`config.mk`:
```
export PLATFORM = sky130hd
export DESIGN_NAME = level_sequencer
export DESIGN_NICKNAME = d
export VERILOG_FILES = /design/src/rtl/game_pkg.sv /design/src/rtl/sec_down_counter.sv /design/src/rtl/level_sequencer.sv
export SDC_FILE = /design/constraint.sdc
export NUM_CORES = 1
export LEC_CHECK = 0
export CORE_MARGIN = 2
export CORE_UTILIZATION = 45
export CTS_CLUSTER_DIAMETER = 120
export DETAILED_ROUTE_END_ITERATION = 7
export GPL_ROUTABILITY_DRIVEN = 0
export PLACE_DENSITY = 0.71
export SLEW_MARGIN = 20
export SYNTH_ARGS = -nofsm -noshare
export SYNTH_HDL_FRONTEND = slang
export SYNTH_SLANG_ARGS = --single-unit
export TNS_END_PERCENT = 10
```
`constraint.sdc`:
```
create_clock -name Clk100M -period 5.2 [get_ports Clk100M]
set_input_delay 1.04 -clock Clk100M [delete_from_list [all_inputs] [get_ports Clk100M]]
set_output_delay 1.04 -clock Clk100M [all_outputs]
set_load 0.005 [all_outputs]
```
`src/rtl/game_pkg.sv`:
```
// Shared definitions for the symbol-counting game.
// Phase encoding and default widths.
package game_pkg;

  typedef enum logic [2:0] {
    PH_IDLE = 3'd0,
    PH_PRE  = 3'd1,
    PH_PLAY = 3'd2,
    PH_POST = 3'd3,
    PH_WIN  = 3'd4,
    PH_OVER = 3'd5
  } phase_e;

  localparam int LEVEL_W_DEF = 3;
  localparam int TIME_W_DEF  = 6;

endpackage

```
`src/rtl/sec_down_counter.sv`:
```
// Loadable seconds down-counter shared by all timed phases.
// expire flags a tick arriving while the count sits at 1.
module sec_down_counter
  import game_pkg::*;
#(
  parameter int TIME_W = TIME_W_DEF
) (
  input  logic              Clk100M,
  input  logic              RstN,
  input  logic              load,
  input  logic [TIME_W-1:0] loadVal,
  input  logic              tick,
  output logic [TIME_W-1:0] count,
  output logic              expire
);

  assign expire = tick && (count == TIME_W'(1));

  // load wins; otherwise count ticks down, parking at zero
  always_ff @(posedge Clk100M or negedge RstN) begin
    if (!RstN) begin
      count <= '0;
    end else if (load) begin
      count <= loadVal;
    end else if (tick && count != '0) begin
      count <= count - TIME_W'(1);
    end
  end

endmodule

```
`src/rtl/level_sequencer.sv`:
```
// Round controller: countdown, play window, post period per level.
// Advances levels, ends the game on timeout or after the last level.
module level_sequencer
  import game_pkg::*;
#(
  parameter int PRE_SECONDS  = 3,
  parameter int PLAY_SECONDS = 30,
  parameter int POST_WAIT    = 10,
  parameter int NUM_LEVELS   = 8,
  parameter int LEVEL_W      = LEVEL_W_DEF,
  parameter int TIME_W       = TIME_W_DEF
) (
  input  logic               Clk100M,
  input  logic               RstN,
  input  logic               tick1Hz,
  input  logic               start,
  input  logic               abort,
  input  logic               answerCorrect,
  input  logic               levelComplete,
  output logic               genEnable,
  output logic               postSig,
  output logic [2:0]         phase,
  output logic [LEVEL_W-1:0] level,
  output logic [TIME_W-1:0]  secondsLeft,
  output logic               gameOver,
  output logic               gameWon
);

  localparam logic [LEVEL_W-1:0] LAST_LVL =
    LEVEL_W'(NUM_LEVELS - 1);

  phase_e             state;
  phase_e             nxt;
  logic [LEVEL_W-1:0] lvlNxt;
  logic               ld;
  logic [TIME_W-1:0]  ldVal;
  logic               expire;

  sec_down_counter #(
    .TIME_W (TIME_W)
  ) u_cnt (
    .Clk100M (Clk100M),
    .RstN    (RstN),
    .load    (ld),
    .loadVal (ldVal),
    .tick    (tick1Hz),
    .count   (secondsLeft),
    .expire  (expire)
  );

  assign phase = state;

  // state, level and registered phase flags
  always_ff @(posedge Clk100M or negedge RstN) begin
    if (!RstN) begin
      state     <= PH_IDLE;
      level     <= '0;
      genEnable <= 1'b0;
      postSig   <= 1'b0;
      gameOver  <= 1'b0;
      gameWon   <= 1'b0;
    end else begin
      state     <= nxt;
      level     <= lvlNxt;
      genEnable <= (nxt == PH_PLAY);
      postSig   <= (state == PH_PLAY)
                && (nxt == PH_POST);
      gameOver  <= (nxt == PH_OVER);
      gameWon   <= (nxt == PH_WIN);
    end
  end

  // next state, level and counter reload on every entry
  always_comb begin
    nxt    = state;
    lvlNxt = level;
    ld     = 1'b0;
    ldVal  = '0;
    case (state)
      PH_IDLE: begin
        lvlNxt = '0;
        if (start && !abort) nxt = PH_PRE;
      end
      PH_PRE: begin
        if (abort)       nxt = PH_IDLE;
        else if (expire) nxt = PH_PLAY;
      end
      PH_PLAY: begin
        if (abort)              nxt = PH_IDLE;
        else if (answerCorrect) nxt = PH_POST;
        else if (expire)        nxt = PH_OVER;
      end
      PH_POST: begin
        if (abort) begin
          nxt = PH_IDLE;
        end else if (levelComplete) begin
          if (level == LAST_LVL) begin
            nxt = PH_WIN;
          end else begin
            nxt    = PH_PRE;
            lvlNxt = level + LEVEL_W'(1);
          end
        end else if (expire) begin
          nxt = PH_OVER;
        end
      end
      PH_WIN, PH_OVER: begin
        if (abort) begin
          nxt = PH_IDLE;
        end else if (start) begin
          nxt    = PH_PRE;
          lvlNxt = '0;
        end
      end
      default: nxt = PH_IDLE;
    endcase
    if (nxt == PH_IDLE) lvlNxt = '0;
    if (nxt != state) begin
      ld = 1'b1;
      case (nxt)
        PH_PRE:  ldVal = TIME_W'(PRE_SECONDS);
        PH_PLAY: ldVal = TIME_W'(PLAY_SECONDS);
        PH_POST: ldVal = TIME_W'(POST_WAIT);
        default: ldVal = '0;
      endcase
    end
  end

endmodule

```
==> results.sh <==
export IMPL_cp_num_buf_inv=1
export IMPL_start_util_pct=48.07
export IMPL_hpwl_um=1962
export IMPL_fin_nets=152
export IMPL_finalWorstSetupSlack_ns=2.501
export IMPL_fmax_mhz=370.5
export IMPL_synthTopCellsByArea="dfrtp_1 33%, ha_1 5.2%, clkbuf_8 4.5%, a21oi_1 3.7%, mux2i_1 3.3%"
export IMPL_die_h_um=55.91
export IMPL_reg2regPathDepth=5
export IMPL_swShare_pct=39.14
export IMPL_yosysTopAreaCellShare_pct=33.02
export IMPL_hp_class="reg2reg"
export IMPL_p_switching_uw=187.9
export IMPL_fin_tns_setup_ns=0
export IMPL_min_from="level[1]"
export IMPL_ys_types=52
export IMPL_drive_gt1_share_pct=13.04
export IMPL_synth_nets=130
export IMPL_peakVddDrop_uv=263.0
export IMPL_gr_usage_all_layers_pct=17.76
export IMPL_fillers=226
export IMPL_drt_initial_drc_count=30
export IMPL_ys_seq_area_share_pct=33.02
export IMPL_crit_required_ns=4.16
export IMPL_avgViaCountPerCell=5.744
export IMPL_diodes=0
export IMPL_area_growth_pct=15.89
export IMPL_overflow=0
export IMPL_cp_start_kind="flop"
export IMPL_power_density_mw_per_mm2=341.6
export IMPL_synth_seq_cells=16
export IMPL_grt_pass1_wl_um=4409
export IMPL_worst_path_stages=1
export IMPL_finalMaxSlewViolations=0
export IMPL_drc=0
export IMPL_yosysWarnings=0
export IMPL_tightest_slew_ns=0.6723
export IMPL_core_area_mm2=0.002522
export IMPL_seqPwrFrac_pct=38.7
export IMPL_cts_resized=0
export IMPL_avgSynthCellArea_um2=10.27
export IMPL_wire_per_inst_um=15.28
export IMPL_synth_edf_count=0
export IMPL_syn_inst=118
export IMPL_dr_total_vias=965
export IMPL_status="finished clean"
export IMPL_r2r_slack_ns=3.00
export IMPL_ios=23
export IMPL_path_clk_slew_ns=0.08
export IMPL_dieArea_mm2=0.003125
export IMPL_dp_slack_ns=2.259
export IMPL_ant_nets=0
export IMPL_grt_max_degree=21
export IMPL_cp_cell_sequence="clkdlybuf4s50_1"
export IMPL_hold_buffers=0
export IMPL_relSlewSlack_pct=55.04
export IMPL_cap_viol_max_count=0
export IMPL_cts_sinks=16
export IMPL_setup_viol=0
export IMPL_cp_startpoint="phase[1]"
export IMPL_fin_util_pct=55.70
export IMPL_numCtsBuffers=3
export IMPL_hold_viol=0
export IMPL_numPortBuffers=22
export IMPL_power_frac_clock_pct=13.5
export IMPL_crit_path_end_kind="output port"
export IMPL_power_share_combinational_pct=47.8
export IMPL_crit_path_top_delay_cell="dfrtp_1"
export IMPL_ctsHtreeMaxLevel=1
export IMPL_cp_top_family="flip-flops"
export IMPL_cts_tree="done"
export IMPL_rsz0062_at_grt="false"
export IMPL_cellLeakagePower_uw=0.0006193
export IMPL_cts_buffer_depth=2
export IMPL_cts_setup_buffers=0
export IMPL_intPower_uw=292.1
export IMPL_fin_skew_ns=0.001938
export IMPL_syn_area_mm2=0.001212
export IMPL_slowest_delay_ns=0.75
export IMPL_die_w_um=55.91
export IMPL_wl_um=2567
export IMPL_num_rows=18
export IMPL_clk_latency_ns=0.29
export IMPL_crit_end="phase[1]"
export IMPL_period_share_pct=51.90
export IMPL_yosysTopAreaCell="dfrtp_1"
export IMPL_timing_rr_end="u_cnt.count[4]"
export IMPL_path_class="reg2out"
export IMPL_grt_pass1_vias=956
export IMPL_holdWs_ns=0.6006
export IMPL_drtPass1Iterations=4
export IMPL_period_needed_ns=2.699
export IMPL_antenna_found_initial=0
export IMPL_worstReg2RegStart="phase[1]"
export IMPL_synthArstFlopShare_pct=100.0
export IMPL_synth_ff_type="dfrtp_1"
export IMPL_path_max_fanout=20
export IMPL_root_buffer="clkbuf_4"
export IMPL_p_total_uw=479.9
export IMPL_crit_arrival_ns=1.66
[worst min-delay path by stage]
stage,depth (start not counted),endpoint
2_1_floorplan,2,level[1]
3_3_place_gp,2,level[2]
3_5_place_dp,2,level[1]
4_1_cts,2,level[1]
5_1_grt,2,u_cnt.count[5]
6_report,2,level[1]
[cell usage after synthesis (2+ instances only)]
| master | instances |
|---|---|
| o211ai_1 | 3 |
| nor2_1 | 8 |
| a21oi_1 | 9 |
| mux2i_1 | 4 |
| and3_1 | 2 |
| and2_2 | 2 |
| nand2_1 | 6 |
| nor4_1 | 2 |
| and3b_1 | 3 |
| a21boi_2 | 2 |
| inv_1 | 6 |
| nor2b_1 | 2 |
| clkbuf_8 | 4 |
| a31oi_1 | 2 |
| dfrtp_1 | 16 |
| o21ai_0 | 2 |
| xor2_1 | 2 |
| nand2b_1 | 2 |
| a21o_1 | 2 |
| nor3b_1 | 3 |
| ha_1 | 5 |
[metrics by stage]
| stage | instance area [µm²] | cells |
|---|---|---|
| after floorplan | 1212 | 118 |
| after global placement | 1383 | 165 |
| after detailed placement | 1383 | 165 |
| after CTS | 1405 | 168 |
| after global routing | 1405 | 168 |
| final | 1405 | 168 |
[kinds of logic (layout without fill, tap and decap cells)]
logic type / after synthesis / count (layout) / share of synthesized area [%]
buffers and inverters: 11 / 31 / 9.081
muxes: 5 / 5 / 4.231
AOI/OAI and AO/OA: 37 / 37 / 24.97
adders and majority gates: 5 / 5 / 5.160
and+or+nand+nor: 41 / 41 / 21.36
DFF: 16 / 16 / 33.02
xor gates and xnor gates: 3 / 3 / 2.168
[cell type report]
cell class | count | area (µm²) | share of cell area (%)
sequential | 16 | 400.4 | 28.50
inverter | 6 | 22.52 | 1.603
timing repair buffer | 22 | 220.2 | 15.67
tap | 30 | 37.54 | 2.671
multi-input combinational | 91 | 701.9 | 49.96
clock buffer | 3 | 22.52 | 1.603
[cells in the final DEF (no fill, tap or decap), types with 2 or more instances in the layout]
cell type	n
a31oi_1	2
a21o_1	2
a21oi_1	9
and3b_1	3
nor2b_1	2
o211ai_1	3
and3_1	2
nor3b_1	3
nor2_1	8
clkbuf_4	3
nand2_1	6
nand2b_1	2
nor4_1	2
xor2_1	2
mux2i_1	4
o21ai_0	2
inv_1	6
and2_2	2
ha_1	5
dfrtp_1	16
a21boi_2	2
clkdlybuf4s50_1	22
[state kept, by name (all words and copies together) (netlist names)]
register	cells
gameOver	1
gameWon	1
genEnable	1
level	3
phase	3
postSig	1
u_cnt.count	6
[metal layers]
layer  global-route usage (%)  wire length (µm)
met4                    7.143                48
met3                    3.256               110
met5                        0                 0
met2                    26.19              1117
met1                    25.66              1291
[power by group through the flow]
stage | logic [µW] | clock network, µW | registers, µW
floorplan | 156 | 0 | 179
global placement | 226 | 0 | 185
detailed placement | 231 | 0 | 188
CTS | 232 | 65.5 | 185
global route | 255 | 69.4 | 190
finish | 229 | 64.8 | 186
(Power assumes the default switching activity.)
